<file path="config.mk">
export PLATFORM = sky130hd
export DESIGN_NAME = arm_pipelined_hazard_ctrl
export DESIGN_NICKNAME = d
export VERILOG_FILES = /design/src/rtl/arm_hazard_pkg.sv /design/src/rtl/arm_hazard_fwd_port.sv /design/src/rtl/arm_pipelined_hazard_ctrl.sv
export SDC_FILE = /design/constraint.sdc
export NUM_CORES = 1
export LEC_CHECK = 0
export ABC_AREA = 1
export CORE_ASPECT_RATIO = 0.6
export CORE_MARGIN = 1
export CORE_UTILIZATION = 35
export CTS_CLUSTER_DIAMETER = 60
export CTS_CLUSTER_SIZE = 28
export DETAILED_ROUTE_END_ITERATION = 8
export PLACE_DENSITY = 0.9
export SYNTH_ARGS = -nofsm -noshare
export SYNTH_HDL_FRONTEND = slang
export SYNTH_SLANG_ARGS = --single-unit
</file>
<file path="constraint.sdc">
create_clock -name i_CLK -period 1.2 [get_ports i_CLK]
set_input_delay 0.18 -clock i_CLK [delete_from_list [all_inputs] [get_ports i_CLK]]
set_output_delay 0.18 -clock i_CLK [all_outputs]
set_load 0.02 [all_outputs]
</file>
<file path="src/rtl/arm_hazard_pkg.sv">
// Shared types and constants for the ARM 5-stage hazard controller.
package arm_hazard_pkg;

   typedef enum logic [1:0] {
      FWD_RF = 2'b00,
      FWD_W  = 2'b01,
      FWD_M  = 2'b10
   } fwd_sel_t;

   typedef enum logic {
      IDLE     = 1'b0,
      MUL_BUSY = 1'b1
   } hz_state_t;

   localparam logic [3:0] REG_PC = 4'hF;

endpackage

</file>
<file path="src/rtl/arm_hazard_fwd_port.sv">
// Per read-port comparator: forward select for E and load-use hit for D.
module arm_hazard_fwd_port
   import arm_hazard_pkg::*;
#(
   parameter int REG_AW = 4
) (
   input  logic [REG_AW-1:0] ra_e,
   input  logic [REG_AW-1:0] ra_d,
   input  logic [REG_AW-1:0] wa_e,
   input  logic [REG_AW-1:0] wa_m,
   input  logic [REG_AW-1:0] wa_w,
   input  logic              reg_write_m,
   input  logic              reg_write_w,
   input  logic              mem_to_reg_e,
   output fwd_sel_t          fwd_sel,
   output logic              ld_hit
);

   logic e_is_pc;
   logic d_is_pc;

   // PC reads come from the fetch path, never from the bypass network
   assign e_is_pc = (ra_e == REG_AW'(REG_PC));
   assign d_is_pc = (ra_d == REG_AW'(REG_PC));

   always_comb begin
      fwd_sel = FWD_RF;
      if (!e_is_pc && reg_write_m && (ra_e == wa_m))
         fwd_sel = FWD_M;
      else if (!e_is_pc && reg_write_w && (ra_e == wa_w))
         fwd_sel = FWD_W;
   end

   assign ld_hit = mem_to_reg_e && !d_is_pc && (ra_d == wa_e);

endmodule

</file>
<file path="src/rtl/arm_pipelined_hazard_ctrl.sv">
// Hazard controller for the F/D/E/M/W ARM pipeline: forwarding, stalls, flushes.
// Optional HAZARD_PERF_CNT_EN adds stall/flush event counters.
module arm_pipelined_hazard_ctrl
   import arm_hazard_pkg::*;
#(
   parameter int NUM_RD_PORTS = 3,
   parameter int REG_AW       = 4,
   parameter int MUL_LATENCY  = 4
) (
   input  logic                           i_CLK,
   input  logic                           i_RESET,
   input  logic [NUM_RD_PORTS*REG_AW-1:0] i_RA_D,
   input  logic [NUM_RD_PORTS*REG_AW-1:0] i_RA_E,
   input  logic [REG_AW-1:0]              i_WA_E,
   input  logic [REG_AW-1:0]              i_WA_M,
   input  logic [REG_AW-1:0]              i_WA_W,
   input  logic                           i_Reg_Write_M,
   input  logic                           i_Reg_Write_W,
   input  logic                           i_Mem_To_Reg_E,
   input  logic                           i_PC_Write_D,
   input  logic                           i_PC_Write_E,
   input  logic                           i_PC_Write_M,
   input  logic                           i_PC_Write_W,
   input  logic                           i_Branch_Taken_E,
   input  logic                           i_Mul_Start_E,
   input  logic                           i_Mem_Req_M,
   input  logic                           i_Mem_Ready_M,
   output logic                           o_Stall_F,
   output logic                           o_Stall_D,
   output logic                           o_Stall_E,
   output logic                           o_Stall_M,
   output logic                           o_Flush_D,
   output logic                           o_Flush_E,
   output logic                           o_Flush_M,
   output logic [NUM_RD_PORTS*2-1:0]      o_Forward_E,
   output logic                           o_Busy
`ifdef HAZARD_PERF_CNT_EN
  ,output logic [31:0]                    o_Stall_Cnt,
   output logic [31:0]                    o_Flush_Cnt
`endif
);

   localparam int CW = $clog2(MUL_LATENCY);

   hz_state_t               state_q, state_d;
   logic [CW-1:0]           cnt_q, cnt_d;
   logic [NUM_RD_PORTS-1:0] ld_hit;
   fwd_sel_t                fwd_sel [NUM_RD_PORTS];
   logic                    mem_wait, ldr_stall, pc_pend, mul_stall, stall_e;

   for (genvar p = 0; p < NUM_RD_PORTS; p++) begin : g_port
      arm_hazard_fwd_port #(.REG_AW(REG_AW)) u_port (
         .ra_e         (i_RA_E[p*REG_AW +: REG_AW]),
         .ra_d         (i_RA_D[p*REG_AW +: REG_AW]),
         .wa_e         (i_WA_E),
         .wa_m         (i_WA_M),
         .wa_w         (i_WA_W),
         .reg_write_m  (i_Reg_Write_M),
         .reg_write_w  (i_Reg_Write_W),
         .mem_to_reg_e (i_Mem_To_Reg_E),
         .fwd_sel      (fwd_sel[p]),
         .ld_hit       (ld_hit[p])
      );
      assign o_Forward_E[p*2 +: 2] = i_RESET ? FWD_RF : fwd_sel[p];
   end

   assign mem_wait  = i_Mem_Req_M & ~i_Mem_Ready_M;
   assign ldr_stall = |ld_hit;
   assign pc_pend   = i_PC_Write_D | i_PC_Write_E | i_PC_Write_M;

   always_ff @(posedge i_CLK) begin
      if (i_RESET) begin
         state_q <= IDLE;
         cnt_q   <= '0;
      end else begin
         state_q <= state_d;
         cnt_q   <= cnt_d;
      end
   end

   always_comb begin
      state_d   = state_q;
      cnt_d     = cnt_q;
      mul_stall = 1'b0;
      stall_e   = 1'b0;
      o_Stall_F = 1'b0;
      o_Stall_D = 1'b0;
      o_Stall_E = 1'b0;
      o_Stall_M = 1'b0;
      o_Flush_D = 1'b0;
      o_Flush_E = 1'b0;
      o_Flush_M = 1'b0;
      o_Busy    = 1'b0;

      // cnt counts remaining stall cycles after the current one
      case (state_q)
         IDLE: begin
            if (i_Mul_Start_E) begin
               mul_stall = 1'b1;
               state_d   = MUL_BUSY;
               cnt_d     = CW'(MUL_LATENCY - 2);
            end
         end
         MUL_BUSY: begin
            if (cnt_q != '0) begin
               mul_stall = 1'b1;
               cnt_d     = cnt_q - CW'(1);
            end else begin
               state_d = IDLE;
            end
         end
         default: state_d = IDLE;
      endcase

      if (mem_wait) begin
         state_d = state_q;
         cnt_d   = cnt_q;
      end

      if (i_RESET) begin
         o_Flush_D = 1'b1;
         o_Flush_E = 1'b1;
         o_Flush_M = 1'b1;
      end else if (mem_wait) begin
         o_Stall_F = 1'b1;
         o_Stall_D = 1'b1;
         o_Stall_E = 1'b1;
         o_Stall_M = 1'b1;
         o_Busy    = (state_q == MUL_BUSY);
      end else begin
         stall_e   = mul_stall;
         o_Stall_F = ldr_stall | pc_pend | mul_stall;
         o_Stall_D = ldr_stall | mul_stall;
         o_Stall_E = stall_e;
         o_Flush_D = pc_pend | i_PC_Write_W | i_Branch_Taken_E;
         o_Flush_E = (ldr_stall | i_Branch_Taken_E) & ~stall_e;
         o_Flush_M = mul_stall;
         o_Busy    = (state_q == MUL_BUSY);
      end
   end

`ifdef HAZARD_PERF_CNT_EN
   always_ff @(posedge i_CLK) begin
      if (i_RESET) begin
         o_Stall_Cnt <= '0;
         o_Flush_Cnt <= '0;
      end else begin
         if (o_Stall_F)
            o_Stall_Cnt <= o_Stall_Cnt + 32'd1;
         if (o_Flush_D | o_Flush_E | o_Flush_M)
            o_Flush_Cnt <= o_Flush_Cnt + 32'd1;
      end
   end
`endif

endmodule

</file>
==> results of run 1 <==
==> flip-flops by register name (all words and copies together), names as in the netlist <==
name and count:
state_q 1, cnt_q 2
==> worst max-delay path, delay by kind of cell (launching register included) <==
kind | cells | cell delay [ns]
compound gates | 2 | 0.24
fa+ha+maj | 1 | 0.16
buf+inv | 3 | 0.32
flops | 1 | 0.32
simple gates | 1 | 0.07
==> report_power, final <==
part / total (mW) / leakage (nW) / switching, mW / internal, mW
logic: 0.741 / 0.916 / 0.386 / 0.355
clock network: 0.283 / 0.0228 / 0.0575 / 0.226
registers: 0.121 / 0.0258 / 0.00637 / 0.115
==> layout make-up <==
cell class | instances | area share [%]
clock buffer | 4 | 2.42
inverter | 32 | 7.67
multi-input combinational | 140 | 47.9
sequential | 3 | 3.43
tap | 30 | 2.02
timing repair buffer | 84 | 36.5
==> final timing paths <==
kind	start	end	slack (ns)	depth (start not counted)
worst min-delay path	i_RESET	cnt_q[0]	0.40	5
worst min register to register	cnt_q[1]	cnt_q[1]	0.48	2
worst max-delay path	cnt_q[0]	o_Stall_D	-0.29	7
worst max register to register	cnt_q[0]	cnt_q[1]	-0.24	9
==> synthesized netlist by cell type <==
master / count / area, um^2
nand2_4: 1 / 11.3
o21ai_2: 2 / 17.5
dfxtp_1: 3 / 60.1
o21ai_0: 4 / 20.0
nor3_1: 4 / 20.0
xnor2_1: 6 / 52.6
clkinv_4: 1 / 8.76
buf_6: 1 / 11.3
or2_2: 1 / 6.26
a21oi_1: 8 / 40.0
nor3_2: 3 / 30.0
ha_1: 1 / 12.5
o221ai_1: 1 / 8.76
nand4_1: 6 / 37.5
nand3_2: 1 / 10.0
nor2_2: 1 / 6.26
inv_1: 29 / 109
a22oi_1: 1 / 7.51
inv_2: 2 / 7.51
o211ai_1: 2 / 15.0
nand2_1: 53 / 199
nor2_1: 30 / 113
nand3_1: 10 / 50.1
xor2_1: 5 / 43.8
==> logic make-up (layout without fill, tap and decap cells) <==
family,Yosys count,in the layout
buffers and inverters,33,120
AND/OR/NAND/NOR,110,110
XOR/XNOR,11,11
AO/OA/AOI/OAI,18,18
flip-flops,3,3
adder cells (fa/ha/maj),1,1
==> cell usage in the layout, fill, tap and decap left out, types with 2 or more instances in the layout <==
cell | netlist | layout
nand2_1 | 53 | 46
clkdlybuf4s15_1 | 0 | 4
nor3_1 | 4 | 3
buf_4 | 0 | 24
nand3_1 | 10 | 8
a21oi_1 | 8 | 5
o21ai_1 | 0 | 3
clkdlybuf4s50_1 | 0 | 3
o21ai_4 | 0 | 2
inv_4 | 0 | 4
nand4_1 | 6 | 6
buf_2 | 0 | 14
nand2_2 | 0 | 6
xnor2_1 | 6 | 4
clkbuf_8 | 0 | 3
xnor2_2 | 0 | 2
nor3_2 | 3 | 2
o211ai_1 | 2 | 2
dfxtp_2 | 0 | 3
nor2_4 | 0 | 5
inv_1 | 29 | 14
buf_6 | 1 | 14
nand3_2 | 1 | 2
a21oi_2 | 0 | 3
xor2_1 | 5 | 5
inv_2 | 2 | 12
nor3_4 | 0 | 2
nor2_1 | 30 | 16
nor2_2 | 1 | 10
clkbuf_2 | 0 | 10
dlygate4sd2_1 | 0 | 12
==> layer usage <==
metal | track usage, % | vias up
met5 | 0 | -
met1 | 45.7 | 686
met2 | 47.0 | 83
li1 | - | 737
met4 | 3.72 | 0
met3 | 2.22 | 8
==> timing repair <==
action | CTS | global route
buffers inserted | 6 | 3
setup endpoints to repair | 15 | 16
pin swaps | 37 | 28
gates resized for setup | 216 | 75
==> reports/qor.txt, run 1 <==
clock slew at reported path FFs: 0.03 ns
die area: 2780 um^2
# clock sinks: 3
Layout Cells excl Fill: 293
WL/cell: 14.8 um
WHS: 0.399 ns
clk buf depth: 2
compound-gate portion of the synthesized area: 12.1%
Post-Synthesis Cells: 176
startpoint type of the worst setup path: register
global-route usage over all layers: 30.2%
mux share of post-synthesis cell area: 0%
Clock Skews: 0.00198 ns
CP max stage delay: 0.32 ns
Worst EP required: 1.02 ns
final instance area: 1860 um^2
CTS Root Cell: clkbuf_8
DIE WIDTH: 67.4 um
vias in the first global route: 1,234
Hold Violations, Final: 0
worst slack, placed: -0.948 ns
die span in y: 41.2 um
GR Overflow Total: 0
cells along the critical path: inv_2 > ha_4 > o21ai_4 > o21ai_4 > buf_4 > nand2_2 > buf_6
flip-flop and latch area: 63.8 um^2
Critical Path AT: 1.31 ns
Setup Viol. Count Final: 9
worst hold path type: in2reg
initial antenna violation count: 0
Worst setup EP type: output port
site row count: 13
CTS tree: done
Cell Area, Synth: 897 um^2
Post-DP Area: 1650 um^2
Cell Pwr Density: 616 nW/um^2
detailed placement HPWL: 3160 um
WL met2: 1970 um
met3 WL post-DR: 335 um
core box area: 2290 um^2
period utilization: 124%
post-synthesis area per instance: 5.10 um^2
CTS buffer count: 3
post-synthesis adder-cell area fraction: 1.39%
Slew HR: 82.0%
maximum capacitance violations: 0
most used cell, CP: o21ai_4
post-synthesis net count: 226
Tot Pwr: 1.15 mW
worst-skew pair later-pin latency: 0.21 ns
DP Cell Count: 280
first drt pass iteration count: 4
Max Slew Vio Count: 0
post-synthesis sequential area ratio: 6.69%
failing checks: negative setup slack
CTS Hold Bufs: 0
Tmin final: 1.49 ns
setup ws final: -0.294 ns
fin nets: 314
final wirelength: 4340 um
# port buffers: 62
Setup TNS Final: -2.00 ns
DR DRC count: 0
Final ANT Viol Nets: 0
Worst VDD drop: 1010 uV
initial cell density of the core: 39.1%
largest family of logic cells by synthesized area: simple AND/OR/NAND/NOR gates
slowest CP cell: dfxtp_2
Met1 Wirelength: 1980 um
maximum fanout along the worst path: 3
Initial DRC Count: 139
Yosys warnings: 0
RSZ-0062 raised after global routing: true
Synth cell types: 24
slew of the pin with the lowest slew margin: 0.269 ns
Diodes inserted: 0
leakage: 0.965 nW
fmax: 669 MHz
Crit Path Class: reg2out
GPL Wtd Cong: 0.877
Via density: 5.17
filler instances: 148
share of cells above drive strength 1: 49.4%
Seq cells post-synth: 3
simple-gate area share of the yosys netlist: 53.8%
H-tree depth: 1
largest net degree at the start of global routing: 7
multi-input logic area: 891 um^2
Synth Area in XOR/XNOR: 10.7%
global-route wire length before repair: 5930 um
Highest Signal Layer: met4
post-layout util: 81.1%
Syn-to-layout area delta: 107%
status: finished with violations
Via Count: 1,514
I/O Pins: 63
(Power assumes the default switching activity.)
==> inputs of run 2 (changes only) <==
- CORE_ASPECT_RATIO: 0.6 -> default
- GPL_ROUTABILITY_DRIVEN: default -> 0
==> run 2 against run 1 <==
  * The flow still finishes with violations (negative setup slack)
  * Combinational power down 6.9%
  * Critical path depth unchanged
  * Wire length shrank 24%
  * Worst hold slack better by 0.012 ns
  * Clock skew shrank 0.0012 ns
  * Fmax is 1.5% higher
  * Cell count fell by 1.4%
  * Critical endpoint is now o_Flush_E
  * Largest cell class unchanged
==> reports/qor.txt, run 2 (synthesis gave the netlist of run 1 again) <==
status: finished with violations
failing checks: negative setup slack
Crit. Startpoint: cnt_q[0]
CTS Hold Bufs: 0
Reg2Reg Setup Slack: -0.14 ns
biggest regs: cnt_q x2, state_q x1
worst hold path type: in2reg
commonest non-fill, non-tap cell in the layout: nand2_1
Met1 Wirelength: 1330 um
Critical Path AT: 1.29 ns
Highest Signal Layer: met4
Tmin final: 1.47 ns
final wirelength: 3300 um
Layout Cells excl Fill: 289
die area: 2770 um^2
GR Overflow Total: 0
Setup TNS Final: -1.42 ns
Via density: 4.86
DP Cell Count: 279
Max Slew Vio Count: 0
Syn-to-layout area delta: 103%
I/O Pins: 63
commonest cells after routing, fill and taps aside: 46 x nand2_1, 29 x buf_4, 22 x nor2_1, 15 x inv_1, 15 x dlygate4sd2_1
met3 WL post-DR: 130 um
leakage: 0.948 nW
core box area: 2320 um^2
Diodes inserted: 0
initial cell density of the core: 38.7%
Worst VDD drop: 482 uV
Worst EP required: 1.02 ns
global-route usage over all layers: 23.3%
clk buf depth: 2
post-layout util: 78.7%
CTS buffer count: 3
Hold Violations, Final: 0
DR DRC count: 0
CTS tree: done
CTS Root Cell: clkbuf_4
WL met2: 1820 um
startpoint type of the worst setup path: register
global-route wire length before repair: 4990 um
clock slew at reported path FFs: 0.04 ns
die span in y: 52.6 um
Setup Viol. Count Final: 8
Post-DP Area: 1650 um^2
site row count: 17
setup ws final: -0.271 ns
maximum fanout along the worst path: 4
period utilization: 123%
WL/cell: 11.4 um
Slew HR: 78.0%
min-delay src: i_RESET
slew of the pin with the lowest slew margin: 0.328 ns
worst slack, placed: -0.910 ns
Worst setup EP type: output port
fin nets: 312
initial antenna violation count: 0
largest net degree at the start of global routing: 7
# clock sinks: 3
Initial DRC Count: 20
vias in the first global route: 1,266
R2R cell count: 8
register with the most flip-flops: cnt_q
Final ANT Viol Nets: 0
detailed placement HPWL: 2400 um
Largest register FFs: 2
fmax: 680 MHz
Clock Skews: 0.000753 ns
first drt pass iteration count: 4
filler instances: 182
# port buffers: 62
Cell Pwr Density: 540 nW/um^2
Via Count: 1,405
WHS Path Cells: 5
final instance area: 1820 um^2
worst-skew pair later-pin latency: 0.23 ns
Crit Path Class: reg2out
maximum capacitance violations: 0
FF-to-FF Start: cnt_q[0]
RSZ-0062 raised after global routing: true
share of cells above drive strength 1: 47.1%
H-tree depth: 1
DIE WIDTH: 52.6 um
## run 2: path summary, 6_finish.rpt
| path | end |
|---|---|
| min | cnt_q[0] |
| max reg2reg | cnt_q[1] |
| min reg2reg | state_q |
| max | o_Flush_E |
## run 2: stage by stage
step | hold WS, ns | power (mW)
6_report | 0.411 | 0.985
3_3_place_gp | 0.526 | 0.698
2_1_floorplan | 0.363 | 0.376
3_5_place_dp | 0.529 | 0.705
5_1_grt | 0.432 | 1.05
4_1_cts | 0.407 | 0.926
## run 2: critical path, stage by stage, from the launching register on
cell	delay (ns)
dfxtp_2	0.31
inv_2	0.07
ha_4	0.15
o21ai_4	0.07
o21ai_4	0.19
inv_2	0.08
nor2_4	0.08
buf_6	0.11
## run 2: routing by layer
layer / track usage (%) / up-vias
li1: - / 723
met1: 27.4 / 635
met2: 46.2 / 45
met3: 0.290 / 2
met4: 3.95 / 0
met5: 0 / -
## run 2: repair_timing
action                                  4_1_cts  5_1_grt
resized for setup                           221       51
buffers inserted                              6        0
endpoints found under the setup margin       16       15
pin swaps                                    39       27
cloned                                        0        0
## run 2: cell type report
| class | instances | area [um^2] | share of cell area, % |
|---|---|---|---|
| tap | 28 | 35.0 | 1.92 |
| multi-input combinational | 140 | 885 | 48.5 |
| inverter | 32 | 135 | 7.41 |
| clock buffer | 4 | 26.3 | 1.44 |
| timing repair buffer | 82 | 679 | 37.2 |
| sequential | 3 | 63.8 | 3.50 |
## run 2: where the power goes
group          leakage [nW]  switching (mW)  internal (mW)
combinational         0.908           0.346          0.344
clock                0.0150          0.0508          0.125
sequential           0.0258         0.00525          0.114
total                 0.948           0.402          0.583
